==> config.mk <==
export PLATFORM = sky130hd
export DESIGN_NAME = fifo_rd_stream
export DESIGN_NICKNAME = d
export VERILOG_FILES = /design/src/rtl/fifo_rd_pkg.sv /design/src/rtl/rd_stream_buf.sv /design/src/rtl/fifo_rd_stream.sv
export SDC_FILE = /design/constraint.sdc
export NUM_CORES = 1
export LEC_CHECK = 0
export BUFFER_PORTS_ARGS = -buffer_cell sky130_fd_sc_hd__buf_2
export CAP_MARGIN = 20
export CORE_MARGIN = 3
export CORE_UTILIZATION = 64
export CTS_BUF_LIST = sky130_fd_sc_hd__clkbuf_2 sky130_fd_sc_hd__clkbuf_4 sky130_fd_sc_hd__clkbuf_8
export DETAILED_ROUTE_END_ITERATION = 8
export GPL_TIMING_DRIVEN = 0
export PLACE_DENSITY = 0.87
export SETUP_SLACK_MARGIN = 0.2
export SLEW_MARGIN = 20
export SYNTH_ARGS = -nofsm -noshare
export SYNTH_HDL_FRONTEND = slang
export SYNTH_SLANG_ARGS = --single-unit
export TNS_END_PERCENT = 30
==> constraint.sdc <==
create_clock -name rd_clk -period 5.3 [get_ports rd_clk]
set_input_delay 1.06 -clock rd_clk [delete_from_list [all_inputs] [get_ports rd_clk]]
set_output_delay 1.06 -clock rd_clk [all_outputs]
set_load 0.02 [all_outputs]
==> src/rtl/fifo_rd_pkg.sv <==
// Shared constants, types and width helpers for the FIFO read-side stream adapter.
package fifo_rd_pkg;

    localparam int DATA_WIDTH_DEF = 32;
    localparam int BUF_DEPTH_DEF  = 4;
    localparam int PKT_LEN_DEF    = 16;

    localparam int PTR_W = $clog2(BUF_DEPTH_DEF);
    localparam int OCC_W = $clog2(BUF_DEPTH_DEF + 1);

    typedef logic [DATA_WIDTH_DEF-1:0] word_t;

    // Index width that stays at least one bit wide for degenerate sizes of 1.
    function automatic int idx_width(input int n);
        return (n > 1) ? $clog2(n) : 1;
    endfunction

endpackage

==> src/rtl/rd_stream_buf.sv <==
// Circular skid buffer that absorbs the FIFO read latency; clear drops all held entries.
module rd_stream_buf
    import fifo_rd_pkg::*;
#(
    parameter int DATA_WIDTH = DATA_WIDTH_DEF,
    parameter int BUF_DEPTH  = BUF_DEPTH_DEF,
    localparam int PW        = idx_width(BUF_DEPTH),
    localparam int OW        = $clog2(BUF_DEPTH + 1)
) (
    input  logic                  clk_i,
    input  logic                  rst_i,
    input  logic                  clear_i,
    input  logic                  push_i,
    input  logic [DATA_WIDTH-1:0] push_data_i,
    input  logic                  pop_i,
    output logic [OW-1:0]         occ_o,
    output logic [DATA_WIDTH-1:0] rd_data_o
);

    logic [DATA_WIDTH-1:0] mem_q [BUF_DEPTH];
    logic [PW-1:0]         wptr_q, wptr_d;
    logic [PW-1:0]         rptr_q, rptr_d;
    logic [OW-1:0]         occ_q, occ_d;

    always_comb begin
        wptr_d = wptr_q;
        rptr_d = rptr_q;
        occ_d  = occ_q;
        if (clear_i) begin
            occ_d  = '0;
            rptr_d = wptr_q;
        end else begin
            if (push_i) wptr_d = wptr_q + PW'(1);
            if (pop_i)  rptr_d = rptr_q + PW'(1);
            occ_d = occ_q + OW'(push_i) - OW'(pop_i);
        end
    end

    always_ff @(posedge clk_i or posedge rst_i) begin
        if (rst_i) begin
            wptr_q <= '0;
            rptr_q <= '0;
            occ_q  <= '0;
        end else begin
            wptr_q <= wptr_d;
            rptr_q <= rptr_d;
            occ_q  <= occ_d;
        end
    end

    // Storage carries no reset; the output mux hides stale entries instead.
    always_ff @(posedge clk_i) begin
        if (push_i && !clear_i) mem_q[wptr_q] <= push_data_i;
    end

    assign occ_o     = occ_q;
    assign rd_data_o = (occ_q != '0) ? mem_q[rptr_q] : '0;

`ifndef SYNTHESIS
    a_no_overflow: assert property (@(posedge clk_i) disable iff (rst_i)
        !(push_i && !clear_i && occ_q == OW'(BUF_DEPTH)));
`endif

endmodule

==> src/rtl/fifo_rd_stream.sv <==
// Read-side consumer of the async FIFO: credit-limited reads into a small buffer,
// presented as a valid/ready stream with fixed-length packet framing.
module fifo_rd_stream
    import fifo_rd_pkg::*;
#(
    parameter int DATA_WIDTH = DATA_WIDTH_DEF,
    parameter int BUF_DEPTH  = BUF_DEPTH_DEF,
    parameter int PKT_LEN    = PKT_LEN_DEF
) (
    input  logic                  rd_clk,
    input  logic                  rd_rst,
    input  logic                  enable,
    input  logic                  flush,
    input  logic                  fifo_empty,
    input  logic [DATA_WIDTH-1:0] fifo_dout,
    output logic                  fifo_ren,
    output logic                  m_valid,
    input  logic                  m_ready,
    output logic [DATA_WIDTH-1:0] m_data,
    output logic                  m_last,
    output logic [15:0]           pkt_cnt
);

    localparam int OW = $clog2(BUF_DEPTH + 1);
    localparam int IW = idx_width(PKT_LEN);

    logic [OW-1:0] occ;
    logic [OW:0]   credit_used;
    logic          inflight_q, inflight_d;
    logic [IW-1:0] word_idx_q, word_idx_d;
    logic [15:0]   pkt_cnt_q, pkt_cnt_d;
    logic          push, accept;

    // Credits count words already held plus the one read still in flight; m_ready never enters here.
    assign credit_used = {1'b0, occ} + (OW+1)'(inflight_q);
    assign fifo_ren    = ~rd_rst & enable & ~flush & ~fifo_empty
                       & (credit_used < (OW+1)'(BUF_DEPTH));

    assign push    = inflight_q & ~flush;
    assign m_valid = (occ != '0);
    assign m_last  = m_valid & (word_idx_q == IW'(PKT_LEN - 1));
    assign accept  = m_valid & m_ready & ~flush;
    assign pkt_cnt = pkt_cnt_q;

    rd_stream_buf #(
        .DATA_WIDTH (DATA_WIDTH),
        .BUF_DEPTH  (BUF_DEPTH)
    ) u_buf (
        .clk_i       (rd_clk),
        .rst_i       (rd_rst),
        .clear_i     (flush),
        .push_i      (push),
        .push_data_i (fifo_dout),
        .pop_i       (accept),
        .occ_o       (occ),
        .rd_data_o   (m_data)
    );

    always_comb begin
        inflight_d = fifo_ren;
        word_idx_d = word_idx_q;
        pkt_cnt_d  = pkt_cnt_q;
        if (flush) begin
            word_idx_d = '0;
        end else if (accept) begin
            if (m_last) begin
                word_idx_d = '0;
                pkt_cnt_d  = pkt_cnt_q + 16'd1;
            end else begin
                word_idx_d = word_idx_q + IW'(1);
            end
        end
    end

    always_ff @(posedge rd_clk or posedge rd_rst) begin
        if (rd_rst) begin
            inflight_q <= 1'b0;
            word_idx_q <= '0;
            pkt_cnt_q  <= '0;
        end else begin
            inflight_q <= inflight_d;
            word_idx_q <= word_idx_d;
            pkt_cnt_q  <= pkt_cnt_d;
        end
    end

`ifndef SYNTHESIS
    a_no_ren_when_empty: assert property (@(posedge rd_clk) disable iff (rd_rst)
        !(fifo_ren && fifo_empty));
    a_hold_under_backpressure: assert property (@(posedge rd_clk) disable iff (rd_rst)
        (m_valid && !m_ready && !flush) |=> (m_valid && $stable(m_data) && $stable(m_last)));
`endif

endmodule

==> summary.txt <==
PD cells = 434 mW/mm²
Worst Setup SP = u_buf.occ_o[1]
Ys flop type = edfxtp_1
WL final = 11,600 µm
HP Class = reg -> reg
RSZ-0062 raised after global routing = false
Vias per cell = 5.69
GRT overflow = 0
Buffers on Ports = 88
Layout cell share with drive strength beyond 1 = 36.3%
Skew final = 0.0188 ns
Area Growth Syn to Fin = 16.7%
Reg clk slew, reported paths = 0.09 ns
Finished Cell Area = 0.00730 mm²
Pin count of the biggest net entering global routing = 30
Max Cap Violations = 0
Max incr delay on CP = 0.74 ns
Crit. End Element = output port
Sequential power share = 44.1%
Worst-skew pair later-pin latency = 0.43 ns
Initial Util = 66.8%
Fin nets = 501
CTS sink count = 156
Clk root buf = clkbuf_8
CORE AREA = 0.00937 mm²
# resized after CTS = 0
Clock share of power = 24.6%
Sequential share of the synthesized area = 72.6%
Initial antenna violation count = 0
Die Ht = 105 µm
Worst path buffer plus inverter count = 2
Gpl congestion = 0.750
Share of the synthesized area in the top cell type = 61.4%
Critical path required time = 4.24 ns
Max-slew headroom = 42.3%
Startpoint Class = flip-flop
Worst R2R Start = u_buf.occ_o[1]
Most instantiated cells after synthesis = edfxtp_1, nor2b_1, mux4_2
Synth Cell Area = 0.00626 mm²
Syn avg cell area = 18.3 µm²
Synth Warn # = 0
CTS tree = built
DP Area = 0.00695 mm²
Synth cell types = 30
Total setup buffers inserted after CTS = 0
Die X = 105 µm
Total Power = 3170 µW
Synth area leaders = edfxtp_1, mux4_2, dfrtp_1
Critical path type = reg -> out
HP Start = pkt_cnt[15]
Max Slew Vio Count = 0
Clk buf depth = 2
Critical Path, Cell by Cell = nor3_1 -> clkbuf_1 -> nor2b_1 -> buf_2
Net Sw Power = 1040 µW
Critical path arrival = 2.57 ns
Peak VDD IR = 0.290 mV
CP max stage cell = nor3_1
Switch share = 32.9%
Post-synth ARST share = 17.9%
First-pass GRT wire length = 19,100 µm
Hold Fails Final Rpt = 0
Leakage power = 0.00276 µW
Combinational share of power = 31.3%
Antenna viol nets, final = 0
Critical path's top delay family = simple AND/OR/NAND/NOR gates
Via count = 3,384
Initial DRC count = 241
Dominant cell type by area after synthesis = edfxtp_1
Die area = 0.0110 mm²
Total track usage = 23.0%
Num rows = 35
Drt wl/cell = 19.4 µm
Num ports = 89
Vias in the first global route = 3,592
Mapped Nets = 390
Crit share post-route = 68.5%
Internal = 2130 µW
Fmax = 0.276 GHz
Pre-Repair DR Iteration Count = 4
Final setup fails = 0
N_diodes = 0
#FFs+latches synth = 156
Status = finished, final reports clean
Setup TNS = 0 ns
Hold-fix buffer count after cts = 0
CTS Buf Count = 17
Worst-Margin Slew = 0.859 ns
Number of synthesized flops with an enable pin = 128
Most frequent cell after synthesis = edfxtp_1
Mapped Cells = 342
# DRC = 0
# H-tree levels = 4
Detail Placement HPWL = 7780 µm
Largest fanout on the critical path = 10
Period minus WS final = 3.63 ns
## power by group through the flow
stage | sequential (µW) | combinational, µW | clock, µW
finish | 1400 | 992 | 780
detailed placement | 1420 | 1000 | 0
floorplan | 1410 | 710 | 0
CTS | 1400 | 1010 | 789
global route | 1400 | 1080 | 849
global placement | 1420 | 969 | 0
## state kept, by name (all words and copies together) (netlist names)
signal        flops
word_idx_q        4
u_buf.rptr_q      2
pkt_cnt          16
u_buf.mem_q     128
inflight_q        1
u_buf.wptr_q      2
u_buf.occ_o       3
## metrics by stage
stage / util, % / hold WS, ns / setup slack [ns] / instances
final: 77.9 / 0.488 / 1.67 / 595
after detailed placement: 74.2 / 0.468 / 1.52 / 563
after floorplan: - / 0.503 / 1.79 / 342
after CTS: 77.9 / 0.482 / 1.50 / 595
after global placement: 73.2 / 0.457 / 1.58 / 559
after global routing: 77.9 / 0.519 / 1.52 / 595
## placed cells by master (no fill, tap or decap), drive strengths merged, types with 2 or more instances in the layout
cell type / netlist / routed
nand4: 5 / 5
nor2: 13 / 13
clkinvlp: 0 / 2
mux4: 32 / 32
nor3: 4 / 4
xnor2: 12 / 12
xor2: 8 / 8
clkinv: 0 / 6
buf: 4 / 96
edfxtp: 128 / 128
mux2: 2 / 2
and2: 4 / 4
nand2: 13 / 13
dfrtp: 28 / 28
nor2b: 34 / 34
ha: 9 / 9
o21ai: 3 / 3
nor4: 3 / 3
clkbuf: 10 / 28
inv: 11 / 17
a21oi: 2 / 2
nand3: 8 / 8
## layer usage
metal / global-route usage, % / wire length [µm]
met4: 8.15 / 213
met3: 5.50 / 745
met5: 0 / 0
met1: 30.8 / 4600
met2: 37.5 / 6010
## kinds of logic (layout without fill, tap and decap cells)
| group | after synthesis | after routing | synth area share (%) |
|---|---|---|---|
| buf+inv | 25 | 149 | 1.58 |
| simple gates | 87 | 87 | 7.92 |
| xor+xnor | 20 | 20 | 2.80 |
| mux | 34 | 34 | 11.9 |
| fa+ha+maj | 10 | 10 | 2.12 |
| compound gates | 10 | 10 | 1.10 |
| flops | 156 | 156 | 72.6 |
## final cells by class
class	count	area [µm²]
Clock inverter	14	109
Sequential cell	156	4540
Multi-Input combinational cell	161	1620
Buffer	14	57.6
Clock buffer	18	241
Inverter	11	41.3
Tap cell	129	161
Timing Repair Buffer	92	528
Fill cell	543	2070
## path summary, 6_finish.rpt
check | cells after the start | end | slack (ns)
max in group asynchronous | 2 | u_buf.rptr_q[0] | 4.18
max | 4 | m_data[23] | 1.67
min | 1 | pkt_cnt[15] | 0.49
max reg2reg | 9 | u_buf.occ_o[2] | 2.94
min in group asynchronous | 2 | pkt_cnt[4] | 0.70
min reg2reg | 1 | pkt_cnt[15] | 0.49
(Power assumes the default switching activity.)
